===== config.mk =====
export PLATFORM = sky130hd
export DESIGN_NAME = ro_puf_ctrl
export DESIGN_NICKNAME = d
export VERILOG_FILES = /design/src/rtl/ro_puf_ctrl.sv
export SDC_FILE = /design/constraint.sdc
export NUM_CORES = 1
export LEC_CHECK = 0
export ABC_AREA = 1
export CAP_MARGIN = 20
export CELL_PAD_IN_SITES_DETAIL_PLACEMENT = 0
export CELL_PAD_IN_SITES_GLOBAL_PLACEMENT = 1
export CORE_UTILIZATION = 44
export DETAILED_ROUTE_END_ITERATION = 6
export PLACE_DENSITY_LB_ADDON = 0.1
export SLEW_MARGIN = 40
export SYNTH_ARGS = -nofsm -noshare
export SYNTH_HDL_FRONTEND = slang
export SYNTH_SLANG_ARGS = --single-unit
export TNS_END_PERCENT = 20

===== constraint.sdc =====
create_clock -name clk -period 2.9 [get_ports clk]
set_clock_uncertainty 0.05 [all_clocks]
set_input_delay 0.58 -clock clk [delete_from_list [all_inputs] [get_ports clk]]
set_output_delay 0.58 -clock clk [all_outputs]
set_load 0.01 [all_outputs]

===== src/rtl/ro_puf_ctrl.sv =====
// Ring-oscillator PUF challenge/response sequencer: selects RO pairs, counts edges, builds a response word.
// Optional build macro RO_PUF_MAJORITY_EN: three measurements per pair with a 2-of-3 majority vote.
module ro_puf_ctrl #(
  parameter int NBITS  = 8,
  parameter int CNT_W  = 16,
  parameter int WINDOW = 1024,
  parameter int SETTLE = 8
) (
  input  logic               clk,
  input  logic               rst_n,
  input  logic               start,
  input  logic [8*NBITS-1:0] challenge,
  input  logic               ro_a,
  input  logic               ro_b,
  output logic [3:0]         sel_a,
  output logic [3:0]         sel_b,
  output logic               ro_en,
  output logic               busy,
  output logic               done,
  output logic [NBITS-1:0]   response,
  output logic [2:0]         dbg_state
);

  // Handshake: start is sampled only in IDLE (no queuing); done is a one-cycle pulse
  // in the DONE state, and response stays valid from that cycle until the next DONE.
  localparam logic [2:0] S_IDLE    = 3'd0;
  localparam logic [2:0] S_LOAD    = 3'd1;
  localparam logic [2:0] S_SETTLE  = 3'd2;
  localparam logic [2:0] S_MEASURE = 3'd3;
  localparam logic [2:0] S_COMPARE = 3'd4;
  localparam logic [2:0] S_DONE    = 3'd5;

  localparam int KW = $clog2(NBITS + 1);
  localparam int TW = $clog2(((WINDOW > SETTLE) ? WINDOW : SETTLE) + 1);

  logic [2:0]         r_state;
  logic [KW-1:0]      r_k;
  logic [TW-1:0]      r_tmr;
  logic [8*NBITS-1:0] r_chal;
  logic [NBITS-1:0]   r_work;
  logic [NBITS-1:0]   r_resp;
  logic [3:0]         r_sel_a;
  logic [3:0]         r_sel_b;
  logic               r_force;
  logic [CNT_W-1:0]   r_cnt_a;
  logic [CNT_W-1:0]   r_cnt_b;
  logic [2:0]         r_sync_a;
  logic [2:0]         r_sync_b;
`ifdef RO_PUF_MAJORITY_EN
  logic [1:0]         r_pass;
  logic [1:0]         r_vote;
  logic [1:0]         w_votes;
`endif

  logic [7:0]       w_pair;
  logic             w_rise_a;
  logic             w_rise_b;
  logic             w_gt;
  logic             w_last;
  logic             w_bit;
  logic [NBITS-1:0] w_work_next;

  assign w_pair   = 8'(r_chal >> {r_k, 3'b000});
  assign w_rise_a = r_sync_a[1] & ~r_sync_a[2];
  assign w_rise_b = r_sync_b[1] & ~r_sync_b[2];
  assign w_gt     = r_cnt_a > r_cnt_b;
  assign w_last   = (r_k == KW'(NBITS - 1));

`ifdef RO_PUF_MAJORITY_EN
  assign w_votes = r_vote + {1'b0, w_gt};
  assign w_bit   = ~r_force & w_votes[1];
`else
  assign w_bit   = ~r_force & w_gt;
`endif
  assign w_work_next = r_work | (NBITS'(w_bit) << r_k);

  // Third flop of each chain is the previous-sample register for edge detection.
  always_ff @(posedge clk or negedge rst_n) begin
    if (!rst_n) begin
      r_sync_a <= '0;
      r_sync_b <= '0;
    end else begin
      r_sync_a <= {r_sync_a[1:0], ro_a};
      r_sync_b <= {r_sync_b[1:0], ro_b};
    end
  end

  always_ff @(posedge clk or negedge rst_n) begin
    if (!rst_n) begin
      r_cnt_a <= '0;
      r_cnt_b <= '0;
    end else if (r_state == S_LOAD || r_state == S_SETTLE) begin
      r_cnt_a <= '0;
      r_cnt_b <= '0;
    end else if (r_state == S_MEASURE) begin
      if (w_rise_a && r_cnt_a != '1) r_cnt_a <= r_cnt_a + 1'b1;
      if (w_rise_b && r_cnt_b != '1) r_cnt_b <= r_cnt_b + 1'b1;
    end
  end

  always_ff @(posedge clk or negedge rst_n) begin
    if (!rst_n) begin
      r_state <= S_IDLE;
      r_k     <= '0;
      r_tmr   <= '0;
      r_chal  <= '0;
      r_work  <= '0;
      r_resp  <= '0;
      r_sel_a <= '0;
      r_sel_b <= '0;
      r_force <= 1'b0;
`ifdef RO_PUF_MAJORITY_EN
      r_pass  <= '0;
      r_vote  <= '0;
`endif
    end else begin
      case (r_state)
        S_IDLE: begin
          if (start) begin
            r_state <= S_LOAD;
            r_chal  <= challenge;
            r_k     <= '0;
            r_work  <= '0;
`ifdef RO_PUF_MAJORITY_EN
            r_pass  <= '0;
            r_vote  <= '0;
`endif
          end
        end
        S_LOAD: begin
          r_sel_a <= w_pair[3:0];
          r_sel_b <= w_pair[7:4];
          // Identical oscillators cannot be compared meaningfully: skip straight to a 0 bit.
          if (w_pair[3:0] == w_pair[7:4]) begin
            r_force <= 1'b1;
            r_state <= S_COMPARE;
          end else begin
            r_force <= 1'b0;
            r_tmr   <= TW'(SETTLE - 1);
            r_state <= S_SETTLE;
          end
        end
        S_SETTLE: begin
          if (r_tmr == '0) begin
            r_tmr   <= TW'(WINDOW - 1);
            r_state <= S_MEASURE;
          end else begin
            r_tmr <= r_tmr - 1'b1;
          end
        end
        S_MEASURE: begin
          if (r_tmr == '0) r_state <= S_COMPARE;
          else r_tmr <= r_tmr - 1'b1;
        end
        S_COMPARE: begin
          r_force <= 1'b0;
`ifdef RO_PUF_MAJORITY_EN
          if (!r_force && r_pass != 2'd2) begin
            r_pass  <= r_pass + 1'b1;
            r_vote  <= w_votes;
            r_state <= S_LOAD;
          end else begin
            r_pass <= '0;
            r_vote <= '0;
`endif
            r_work <= w_work_next;
            if (w_last) begin
              r_resp  <= w_work_next;
              r_state <= S_DONE;
            end else begin
              r_k     <= r_k + 1'b1;
              r_state <= S_LOAD;
            end
`ifdef RO_PUF_MAJORITY_EN
          end
`endif
        end
        S_DONE:  r_state <= S_IDLE;
        default: r_state <= S_IDLE;
      endcase
    end
  end

  assign sel_a     = r_sel_a;
  assign sel_b     = r_sel_b;
  assign ro_en     = (r_state == S_SETTLE) || (r_state == S_MEASURE);
  assign busy      = (r_state == S_LOAD) || (r_state == S_SETTLE) ||
                     (r_state == S_MEASURE) || (r_state == S_COMPARE);
  assign done      = (r_state == S_DONE);
  assign response  = r_resp;
  assign dbg_state = r_state;

endmodule


==> impl_metrics.env, run 1 <==
export IMPL_cts_resized=0
export IMPL_antenna_cells=0
export IMPL_critPathMostFrequentCell="nand2_1"
export IMPL_netlist_top_cells_area="dfrtp_1, nand2_1, inv_1, o21ai_0, nand3_1"
export IMPL_via_count=6583
export IMPL_clk_latency_ps=420
export IMPL_finalHoldViolCount=0
export IMPL_ys_types=33
export IMPL_portBuffers=90
export IMPL_syn_area_per_cell_um2=7.52
export IMPL_worst_slew_pin_slew_ps=525
export IMPL_stdcell_count=1337
export IMPL_status="finished, final reports clean"
export IMPL_fin_crit_sh=0.923
export IMPL_fmax_ghz=0.374
export IMPL_drtAntennaViolNets=0
export IMPL_grt_max_degree=119
export IMPL_post_drt_wl_per_cell_um=14.3
export IMPL_hold_buffers=0
export IMPL_grt_pass1_wl_um=32700
export IMPL_cts_inserted_buffers=17
export IMPL_die_height_um=134
export IMPL_coreArea_mm2=0.0168
export IMPL_gr_usage_all_layers=0.232
export IMPL_antenna_found_initial=0
export IMPL_critical_path_arrival_ps=2050
export IMPL_crit_path_max_incr_delay_ps=550
export IMPL_yosysMostFrequentCell="nand2_1"
export IMPL_r2r_setup_slack_ps=660
export IMPL_start_kind="flip-flop"
export IMPL_clkTransAtPathRegs_ps=60
export IMPL_critPathCaptureType="output pin"
export IMPL_drc=0
export IMPL_synth_edf_count=0
export IMPL_layout_min_cycle_time_ps=2680
export IMPL_rsz0062_at_grt="false"
export IMPL_setup_worst_path_class="reg2out"
export IMPL_post_cts_buffers=0
export IMPL_via_per_inst=4.92
export IMPL_htree_num_levels=4
export IMPL_synthFlopType="dfrtp_1"
export IMPL_synth_top_cell_area_share=0.475
export IMPL_finalWorstSetupSlack_ps=223
export IMPL_grt_pass1_vias=6489
export IMPL_ys_seq_elements=145
export IMPL_place_ws_ps=671
export IMPL_gr_total_overflow=0
export IMPL_setup_viol=0
export IMPL_required_ps=2270
export IMPL_relSlewSlack=0.650
export IMPL_cts_tree="done"
export IMPL_area_growth_pct=22.5
export IMPL_dieWidth_um=134
export IMPL_clock_path_buffers=2
export IMPL_path_delay_family="simple AND/OR/NAND/NOR gates"
export IMPL_num_io_pins=91
export IMPL_power_density_mw_per_mm2=936
export IMPL_crit_cells=4
export IMPL_worst_path_buf_inv=1
export IMPL_worstHoldPathType="in2async"
export IMPL_hpwlAfterDp_um=13300
export IMPL_critPathMaxFanout=5
export IMPL_place_congestion=0.874
export IMPL_cts_root_buf="clkbuf_16"
export IMPL_initial_core_util=0.456
export IMPL_drt_iter0_drc=432
export IMPL_synth_area_mm2=0.00764
export IMPL_yosysSeqAreaShare=0.475
export IMPL_nets=1193
export IMPL_tns_ps=0
export IMPL_cellLeakagePower_nw=4.56
export IMPL_placedCellCount=1305
export IMPL_clock_sinks=145
export IMPL_ys_warn_count=0
export IMPL_drt_total_wl_um=19200
export IMPL_synthCells=1016
export IMPL_ys_async_sr_fraction=1.00
export IMPL_dieArea_mm2=0.0179
export IMPL_syn_num_nets=1105
export IMPL_cp_slowest_cell="clkdlybuf4s50_1"
export IMPL_cp_cell_sequence="nor2_1 -> nand2_1 -> nand2_1 -> clkdlybuf4s50_1"
export IMPL_n_fill_cell=1607
export IMPL_synth_top_cell_by_area="dfrtp_1"
export IMPL_drive_above_1_share=0.0591
export IMPL_slew_violations=0
export IMPL_r2r_cells=13
export IMPL_ir_drop_mv=0.506
export IMPL_synthTopCellsByCount="nand2_1, dfrtp_1, inv_1"
export IMPL_rows=47
export IMPL_firstDrtPassIters=4
export IMPL_maxCapViolCount=0
[routing by layer]
layer,global-route usage,part of all wire,up-vias
li1,-,-,3392
met1,0.341,0.52,3018
met2,0.350,0.43,158
met3,0.0488,0.048,15
met4,0.0562,0.0097,0
met5,0,0,-
[through the flow]
step | power (mW) | hold WS (ps) | utilization | area [µm²]
5_1_grt | 9.50 | 84.9 | 0.559 | 9360
3_3_place_gp | 6.53 | 284 | 0.523 | 8760
2_1_floorplan | 5.48 | 234 | - | 7640
6_report | 8.76 | 46.9 | 0.559 | 9360
4_1_cts | 8.82 | 63.0 | 0.559 | 9360
3_5_place_dp | 6.55 | 286 | 0.523 | 8760
[layout by cell type, fill, tap and decap left out, types with 19 or more instances in the layout]
cell type,Yosys,final
a21oi_1,38,38
clkdlybuf4s50_1,0,89
dfrtp_1,145,145
ha_1,20,20
inv_1,127,127
nand2_1,333,333
nand3_1,65,65
nor2_1,77,76
nor3_1,19,19
o21ai_0,88,88
[where the power goes]
part	internal, mW	switching [mW]
Combinational	1.25	2.29
Clock	1.33	0.883
Sequential	2.67	0.335
[flip-flops by register name, indices dropped and copies added (netlist names)]
register	flops
r_cnt_a	16
sel_b	4
r_k	4
r_work	8
r_tmr	11
response	8
dbg_state	3
r_force	1
r_sync_b	3
sel_a	4
r_cnt_b	16
r_chal	64
r_sync_a	3
[kinds of logic after synthesis]
family | share of synthesized area
adder cells (fa/ha/maj) | 0.0327
flip-flops | 0.475
XOR/XNOR | 0.0183
buffers and inverters | 0.0935
AO/OA/AOI/OAI | 0.0949
AND/OR/NAND/NOR | 0.286
[worst register-to-register path: cells and delay by family, from the launching register on]
family / cells / cell delay (ps)
buffers and inverters: 3 / 650
DFF: 1 / 380
and+or+nand+nor: 10 / 1040
[path summary, 6_finish.rpt]
path                                     startpoint                endpoint
setup / recovery           dbg_state[1]$_DFFE_PN0P_                    busy
hold / removal                                rst_n  r_chal[32]$_DFFE_PN0P_
setup reg to reg                 r_k[1]$_DFFE_PN0P_    r_tmr[2]$_DFFE_PN0P_
hold reg to reg               r_sync_a[0]$_DFF_PN0_   r_sync_a[1]$_DFF_PN0_
max in group asynchronous                     rst_n  r_chal[53]$_DFFE_PN0P_
min in group clk              r_sync_a[0]$_DFF_PN0_   r_sync_a[1]$_DFF_PN0_
[cell type report]
type,count,area [µm²],area share
Multi-Input combinational cell,702,3310,0.353
Clock buffer,20,467,0.0498
Sequential cell,145,3630,0.387
Clock inverter,12,134,0.0143
Inverter,133,499,0.0533
Tap cell,220,275,0.0294
Timing Repair Buffer,105,1050,0.112
Power figures use the tool's default switching activity.
==> inputs of run 2 (changes only) <==
--- a/config.mk
+++ b/config.mk
@@ -6,12 +6,13 @@
 export NUM_CORES = 1
 export LEC_CHECK = 0
 export ABC_AREA = 1
-export CAP_MARGIN = 20
+export CAP_MARGIN = 0
 export CELL_PAD_IN_SITES_DETAIL_PLACEMENT = 0
 export CELL_PAD_IN_SITES_GLOBAL_PLACEMENT = 1
 export CORE_UTILIZATION = 44
 export DETAILED_ROUTE_END_ITERATION = 6
 export PLACE_DENSITY_LB_ADDON = 0.1
+export RECOVER_POWER = 50
 export SLEW_MARGIN = 40
 export SYNTH_ARGS = -nofsm -noshare
 export SYNTH_HDL_FRONTEND = slang
==> run 2 against run 1 <==
Effect of this change: setup slack better by 2.7 ps; hold slack better by 250 ps; via count is 0.21% lower; flip-flop and latch count unchanged; maximum frequency rose by 0.10%; routed wire length fell by 0.16%; die area unchanged; combinational power hardly changed; power about the same.
==> impl_metrics.env, run 2 (same netlist as run 1, synthesis figures left out) <==
export IMPL_drt_iter0_drc=458
export IMPL_cts_tree="done"
export IMPL_cts_resized=0
export IMPL_drtAntennaViolNets=0
export IMPL_post_cts_buffers=0
export IMPL_critical_path_arrival_ps=2040
export IMPL_whs_ps=296
export IMPL_switchingPower_mw=3.50
export IMPL_status="finished, final reports clean"
export IMPL_ir_drop_mv=0.507
export IMPL_tns_ps=0
export IMPL_r2r_cells=13
export IMPL_area_growth_pct=22.3
export IMPL_critPathMaxFanout=5
export IMPL_largest_reg_flops=64
export IMPL_die_height_um=134
export IMPL_path_delay_family="simple AND/OR/NAND/NOR gates"
export IMPL_rsz0062_at_grt="false"
export IMPL_hold_depth=0
export IMPL_layout_min_cycle_time_ps=2670
export IMPL_postLayoutCoreUtil=0.558
export IMPL_via_count=6569
export IMPL_hpwlAfterDp_um=13300
export IMPL_relSlewSlack=0.0653
export IMPL_fin_crit_sh=0.922
export IMPL_cellLeakagePower_nw=4.54
export IMPL_n_fill_cell=1612
export IMPL_slew_violations=0
export IMPL_gr_total_overflow=0
export IMPL_place_ws_ps=671
export IMPL_antenna_cells=0
export IMPL_setup_viol=0
export IMPL_final_seq_area_mm2=0.00363
export IMPL_clkTransAtPathRegs_ps=60
export IMPL_via_per_inst=4.91
export IMPL_seqPwrFrac=0.343
export IMPL_final_common_cell="nand2_1"
export IMPL_coreArea_mm2=0.0168
export IMPL_nets=1193
export IMPL_crit_cells=4
export IMPL_post_drt_wl_per_cell_um=14.3
export IMPL_worstHoldPathType="reg2reg"
export IMPL_internal_power_mw=5.25
export IMPL_dieWidth_um=134
export IMPL_worst_path_buf_inv=1
export IMPL_finalHoldViolCount=0
export IMPL_antenna_found_initial=0
export IMPL_finalWorstSetupSlack_ps=226
export IMPL_multi_input_area_mm2=0.00331
export IMPL_swShare=0.400
export IMPL_fmax_ghz=0.374
export IMPL_cts_inserted_buffers=17
export IMPL_portBuffers=90
export IMPL_drc=0
export IMPL_grt_max_degree=119
export IMPL_htree_num_levels=4
export IMPL_setup_worst_path_class="reg2out"
export IMPL_hold_buffers=0
export IMPL_gr_usage_all_layers=0.232
export IMPL_clockPowerShare=0.253
export IMPL_initial_core_util=0.456
export IMPL_dieArea_mm2=0.0179
export IMPL_maxCapViolCount=0
export IMPL_place_congestion=0.874
export IMPL_drive_above_1_share=0.0555
export IMPL_worst_slew_pin_slew_ps=1400
export IMPL_firstDrtPassIters=5
export IMPL_critPathMostFrequentCell="nand2_1"
export IMPL_required_ps=2270
export IMPL_power_density_mw_per_mm2=937
export IMPL_cts_root_buf="clkbuf_16"
export IMPL_num_io_pins=91
export IMPL_mostFrequentLayoutCells="nand2_1, dfrtp_1, inv_1, o21ai_0, clkdlybuf4s50_1"
export IMPL_grt_pass1_wl_um=32700
export IMPL_cp_slowest_cell="clkdlybuf4s50_1"
export IMPL_grt_pass1_vias=6489
export IMPL_clock_path_buffers=2
export IMPL_regMostFlops="r_chal"
export IMPL_reg_top3="r_chal: 64 flops, r_cnt_a: 16 flops, r_cnt_b: 16 flops"
export IMPL_clock_sinks=145
export IMPL_combPwrFrac=0.404
export IMPL_critPathCaptureType="output pin"
export IMPL_crit_path_max_incr_delay_ps=550
export IMPL_clk_latency_ps=420
export IMPL_drt_total_wl_um=19100
export IMPL_start_kind="flip-flop"
export IMPL_cp_cell_sequence="nor2_1 -> nand2_1 -> nand2_1 -> clkdlybuf4s50_1"
export IMPL_rows=47
==> run 2: worst paths after layout <==
kind,startpoint,end,slack (ps)
setup / recovery,dbg_state[1]$_DFFE_PN0P_,busy,230
hold / removal,r_sync_a[0]$_DFF_PN0_,r_sync_a[1]$_DFF_PN0_,300
setup reg to reg,r_k[0]$_DFFE_PN0P_,r_tmr[2]$_DFFE_PN0P_,420
hold reg to reg,r_sync_a[0]$_DFF_PN0_,r_sync_a[1]$_DFF_PN0_,300
max in group asynchronous,rst_n,r_chal[53]$_DFFE_PN0P_,620
min in group asynchronous,rst_n,r_chal[32]$_DFFE_PN0P_,410
==> run 2: metrics by stage <==
step / power, mW / cells / area, µm²
after CTS: 8.82 / 1337 / 9360
after detailed placement: 6.55 / 1305 / 8760
after global routing: 9.49 / 1337 / 9350
final: 8.75 / 1337 / 9350
after floorplan: 5.48 / 1016 / 7640
after global placement: 6.53 / 1305 / 8760
==> run 2: worst reg2reg max path, cell delays in order (launching register included) <==
cell and delay [ps]:
dfrtp_1 400, inv_1 670, nand2_1 120, nand3_1 210, nand2_1 100, nand2_1 60, nand2_1 60, nand2_1 60
nand2_1 50, nor2_1 130, nand3_2 120, buf_4 210, nand3_1 80, nand2_1 60
==> run 2: metal layers <==
layer / vias to the layer above / track usage / share of wire
li1: 3393 / - / -
met1: 3019 / 0.341 / 0.52
met2: 142 / 0.350 / 0.42
met3: 15 / 0.0488 / 0.045
met4: 0 / 0.0562 / 0.0097
met5: - / 0 / 0
==> run 2: power by group through the flow <==
stage / Clock [mW] / Sequential, mW / Combinational, mW
finish: 2.22 / 3.00 / 3.53
global placement: 0 / 3.02 / 3.51
global route: 2.34 / 3.07 / 4.08
detailed placement: 0 / 3.03 / 3.52
floorplan: 0 / 2.97 / 2.50
CTS: 2.26 / 3.00 / 3.56
==> run 2: area by class of cell <==
| type | count | share of cell area |
|---|---|---|
| clock buffers | 20 | 0.0499 |
| clock inverters | 12 | 0.0143 |
| flip-flops and latches | 145 | 0.388 |
| repair buffers | 105 | 0.111 |
| well taps | 220 | 0.0295 |
| multi-input cells | 702 | 0.354 |
| inverters | 133 | 0.0534 |
==> variant 1, RTL diff (config.mk and constraints of run 2) <==
The parameter `CNT_W` goes from 16 to 14.
--- a/src/rtl/ro_puf_ctrl.sv
+++ b/src/rtl/ro_puf_ctrl.sv
@@ -2,7 +2,7 @@
 // Optional build macro RO_PUF_MAJORITY_EN: three measurements per pair with a 2-of-3 majority vote.
 module ro_puf_ctrl #(
   parameter int NBITS  = 8,
-  parameter int CNT_W  = 16,
+  parameter int CNT_W  = 14,
   parameter int WINDOW = 1024,
   parameter int SETTLE = 8
 ) (
Behaviour: no difference found for any inputs over 10 cycles, from zero or initial values and one cycle with rst_n low; that may be too few to reach the edited logic, so the function may still have changed.
==> variant 1 against run 2 <==
The flow now finishes with violations (max-capacitance violations, max-slew violations); cell area fell by 2.7%; register-to-register slack improved by 100 ps; largest power group unchanged; routed wire length fell by 7.9%; non-clock buffer count fell by 2; setup slack improved by 190 ps; synthesized cell count fell by 4.7%; area after synthesis fell by 4.1%; total power rose by 1.7%; first-iteration DRC count fell by 24%; clock power rose by 10%; sequential cell count fell by 4; critical path depth did not move.
==> variant 1: results (changes against run 2) <==
- Family with the most delay on the worst path: buffers and inverters
* Outcome: complete, but fails checks
- The number of iterations in the first detailed-routing pass came to 4 (-1).
- Share of synthesized area occupied by flip-flops and latches: 48.12% (+0.65 points)
- Worst endpoint data arrival time: 1850 ps (-190 ps)
- The static leakage came to 4.381 nW (-3.6%).
* Number of inserted filler cells in the final layout: 1515 (-6.0%)
- The worst register-to-register path ends at r_tmr[3].
- Post-placement worst setup slack: 556.3 ps (-114.4 ps)
- Detailed Place HPWL: 12.51 mm (-5.6%)
- In this run the critical register-to-register path is launched from r_k[2].
* Worst reg-to-reg setup slack: 520 ps (+100 ps)
- Global routing usage summed across all routing layers: 22.33% (-0.91 points)
- The global-route wire length before repair was 29.45 mm (-10%).
* Post-placement cell area: 8452 um^2 (-3.6%)
- Total via count after detailed routing: 6221 (-5.3%)
* DRC violation total after the first TritonRoute iteration: 348 (-24%)
- The max-cap violation count is 1 (+1).
- The number of nets in the layout came to 1140 (-4.4%).
* Count of distinct cell types in the synthesized netlist: 35 (+6.1%)
- By count the netlist is led by 306 x sky130_fd_sc_hd__nand2_1, 141 x sky130_fd_sc_hd__dfrtp_1, 127 x sky130_fd_sc_hd__inv_1.
- Yosys attributes the largest share of cell area to sky130_fd_sc_hd__dfrtp_1 48%, sky130_fd_sc_hd__nand2_1 16%, sky130_fd_sc_hd__o21ai_0 6.8%.
- The checks that failed: max-capacitance violations, max-slew violations.
- Fraction of layout cells with a size suffix above 1: 5.263% (-0.29 points)
- R2R depth: 11 (-2)
- The pin count of the biggest net entering global routing came to 126 (+5.9%).
- Registers with the most flip-flops: r_chal: 64 flops, r_cnt_a: 14 flops, r_cnt_b: 14 flops
- Min-Delay Startpoint: r_sync_b[0]
- The largest voltage drop on the vdd net came to 0.0004770 V (-5.8%).
* Pins Over Slew Limit: 59 (+59)
==> variant 1: cell types whose count changed after synthesis, moves of 4 or more <==
| cell | change |
|---|---|
| sky130_fd_sc_hd__dfrtp_1 | -4 |
| sky130_fd_sc_hd__buf_2 | +6 |
| sky130_fd_sc_hd__nor2_1 | -8 |
| sky130_fd_sc_hd__buf_6 | -4 |
| sky130_fd_sc_hd__nor3_1 | -8 |
| sky130_fd_sc_hd__buf_4 | -4 |
| sky130_fd_sc_hd__nand4_1 | +6 |
| sky130_fd_sc_hd__a21oi_1 | -16 |
| sky130_fd_sc_hd__nand2_1 | -27 |
| sky130_fd_sc_hd__o21ai_0 | +12 |
==> variant 1: cell type report <==
type                       instances  area (um^2)  share of cell area [%]
timing repair buffer             103         1007                   11.08
clock buffer                      19        442.9                   4.871
tap                              216        270.3                   2.972
inverter                         134        503.0                   5.531
clock inverter                    11        216.5                   2.380
multi-input combinational        656         3126                   34.37
sequential                       141         3528                   38.80
==> variant 1: through the flow <==
| stage | hold slack [ps] | cells | power (mW) |
|---|---|---|---|
| after detailed placement | 287.1 | 1250 | 6.500 |
| after CTS | 101.2 | 1280 | 9.000 |
| after global placement | 284.2 | 1250 | 6.476 |
| final | 297.9 | 1280 | 8.906 |
| after floorplan | 234.4 | 968 | 5.191 |
| after global routing | 313.4 | 1280 | 9.654 |
==> variant 1: logic make-up (layout without fill, tap and decap cells) <==
family / Yosys count / count (layout) / synth area share [%]
buffers and inverters: 171 / 267 / 9.351
AND/OR/NAND/NOR: 483 / 483 / 27.27
AO/OA/AOI/OAI: 136 / 136 / 9.915
XOR/XNOR: 19 / 19 / 2.270
flip-flops: 141 / 141 / 48.12
adder cells (fa/ha/maj): 18 / 18 / 3.072
==> variant 1: layer usage <==
| metal | global-route usage, % | up-vias | wire [um] |
|---|---|---|---|
| met5 | 0 | - | 0 |
| met4 | 5.274 | 0 | 173 |
| met2 | 35.20 | 130 | 7939 |
| met3 | 4.911 | 17 | 783 |
| li1 | - | 3220 | - |
| met1 | 31.36 | 2854 | 8730 |
==> variant 1: how the worst max path moves through the flow <==
stage	endpoint	start	slack (ps)
2_1_floorplan	r_tmr[9]	r_tmr[0]	1040
3_3_place_gp	r_tmr[1]	r_k[2]	570
3_5_place_dp	r_tmr[9]	r_k[2]	560
4_1_cts	busy	dbg_state[1]	390
5_1_grt	r_tmr[5]	r_k[0]	280
6_report	busy	dbg_state[1]	420
==> variant 1: where the power goes <==
group	leakage [nW]	internal, mW	switching [mW]
sequential	1.81	2.61	0.291
combinational	2.26	1.24	2.32
clock	0.311	1.63	0.822
==> variant 2, RTL diff (config.mk and constraints of run 2) <==
Made on the original files. Register the inputs `start`, `challenge`, `ro_a` and `ro_b` before use, without a reset. The logic sees them one clock later. Comments in the files are not updated.
--- a/src/rtl/ro_puf_ctrl.sv
+++ b/src/rtl/ro_puf_ctrl.sv
@@ -33,6 +33,18 @@
   localparam int KW = $clog2(NBITS + 1);
   localparam int TW = $clog2(((WINDOW > SETTLE) ? WINDOW : SETTLE) + 1);
 
+  logic start_q;
+  logic [8*NBITS-1:0] challenge_q;
+  logic ro_a_q;
+  logic ro_b_q;
+
+  always_ff @(posedge clk) begin
+    start_q     <= start;
+    challenge_q <= challenge;
+    ro_a_q      <= ro_a;
+    ro_b_q      <= ro_b;
+  end
+
   logic [2:0]         r_state;
   logic [KW-1:0]      r_k;
   logic [TW-1:0]      r_tmr;
@@ -80,8 +92,8 @@
       r_sync_a <= '0;
       r_sync_b <= '0;
     end else begin
-      r_sync_a <= {r_sync_a[1:0], ro_a};
-      r_sync_b <= {r_sync_b[1:0], ro_b};
+      r_sync_a <= {r_sync_a[1:0], ro_a_q};
+      r_sync_b <= {r_sync_b[1:0], ro_b_q};
     end
   end
 
@@ -116,9 +128,9 @@
     end else begin
       case (r_state)
         S_IDLE: begin
-          if (start) begin
+          if (start_q) begin
             r_state <= S_LOAD;
-            r_chal  <= challenge;
+            r_chal  <= challenge_q;
             r_k     <= '0;
             r_work  <= '0;
 `ifdef RO_PUF_MAJORITY_EN
Check against the original RTL: not equivalent (Yosys sat finds a counterexample within 4 cycles, from zero or initial values and one cycle with rst_n low).
==> variant 2 against run 2 <==
Worst hold slack got worse by 18 ps; sequential power rose by 30%; register-to-register slack improved by 170 ps; sequential cell count rose by 67; setup slack got worse by 21 ps; routed wire length rose by 1.7%; total power rose by 20%; critical path type unchanged; area after synthesis rose by 18%; critical path depth rose by 2; global-route usage fell by 3.6 points; largest power group is now registers; cell area rose by 18%.
==> variant 2: results (changes against run 2) <==
- The flow ran to the end, and the final reports show no timing, DRC or antenna violations.
- The tightest slew margin relative to the limit is 13.77% (+7.2 points).
- Number of inserted filler cells in the final layout: 1906 (+18%)
- The maximum count of clock buffers along a single path is 3 (+1).
* Multi-input combinational gate total: 676 (-3.7%)
- Fraction of layout cells with a size suffix above 1: 6.943% (+1.4 points)
* Cells after DPL: 1400 (+7.3%)
- The number of clock buffers inserted by TritonCTS was 24 (+7).
- Proportion of cell area occupied by multi-input gates: 29.93% (-5.5 points)
- The pin count of the biggest net entering global routing was 146 (+23%).
- Grouping stages by cell kind, the critical path spends the most delay in buffers and inverters.
- Min-Delay Startpoint: ro_a_q
* Clock buffers: 34 (+70%)
* Layout clock area frac: 7.370% (+0.94 points)
- Number of flip-flops and latches: 212 (+46%)
- The total wire length after detailed routing is 19.46 mm (+1.7%).
- The first-iteration detailed-routing DRC count is 352 (-23%).
- Top cells by instance count after synthesis: 298 x sky130_fd_sc_hd__nand2_1, 145 x sky130_fd_sc_hd__dfrtp_1, 137 x sky130_fd_sc_hd__inv_1
* CP Launch Point: dbg_state[0]
* Count of distinct cell types in the synthesized netlist: 36 (+9.1%)
* Hold worst-path end: r_sync_a[0]
- Power consumed by combinational cells: 3.59 mW (+2%)
- Worst-skew pair later-pin latency: 530 ps (+110 ps)
- The final weighted congestion of routability-driven global placement is 0.8213 (-6.1%).
- Leak pwr: 5.197 nW (+14%)
* Design Power: 10.52 mW (+20%)
- The post-placement worst setup slack is 605.9 ps (-64.68 ps).
- The layout buffering overhead excluding clock cells was 9.454% (-1.6 points).
- The register area came to 4971 um^2 (+37%).
- The sum of net half-perimeters after detailed placement is 13.12 mm (-1.0%).
- Number of H-tree levels: 1 (-3)
==> variant 2: changes by cell type after synthesis, moves of 6 or more <==
cell                      before  now
sky130_fd_sc_hd__nand2_1     333  298
sky130_fd_sc_hd__inv_1       127  137
sky130_fd_sc_hd__nand3_1      65   75
sky130_fd_sc_hd__nor3_1       19   13
sky130_fd_sc_hd__nor2_1       77   56
sky130_fd_sc_hd__dfxtp_1       0   67
==> variant 2: per-layer routing <==
| layer | GRT usage [%] | routed length (um) |
|---|---|---|
| met5 | 0 | 0 |
| met4 | 5.745 | 454 |
| met3 | 3.302 | 851 |
| met2 | 31.32 | 8973 |
| met1 | 27.41 | 9181 |
==> variant 2: logic make-up after synthesis <==
family / synth area share [%]
XOR/XNOR: 1.849
multiplexers: 0.1112
flip-flops: 55.23
buffers and inverters: 8.231
adder cells (fa/ha/maj): 2.781
AND/OR/NAND/NOR: 23.00
AO/OA/AOI/OAI: 8.802
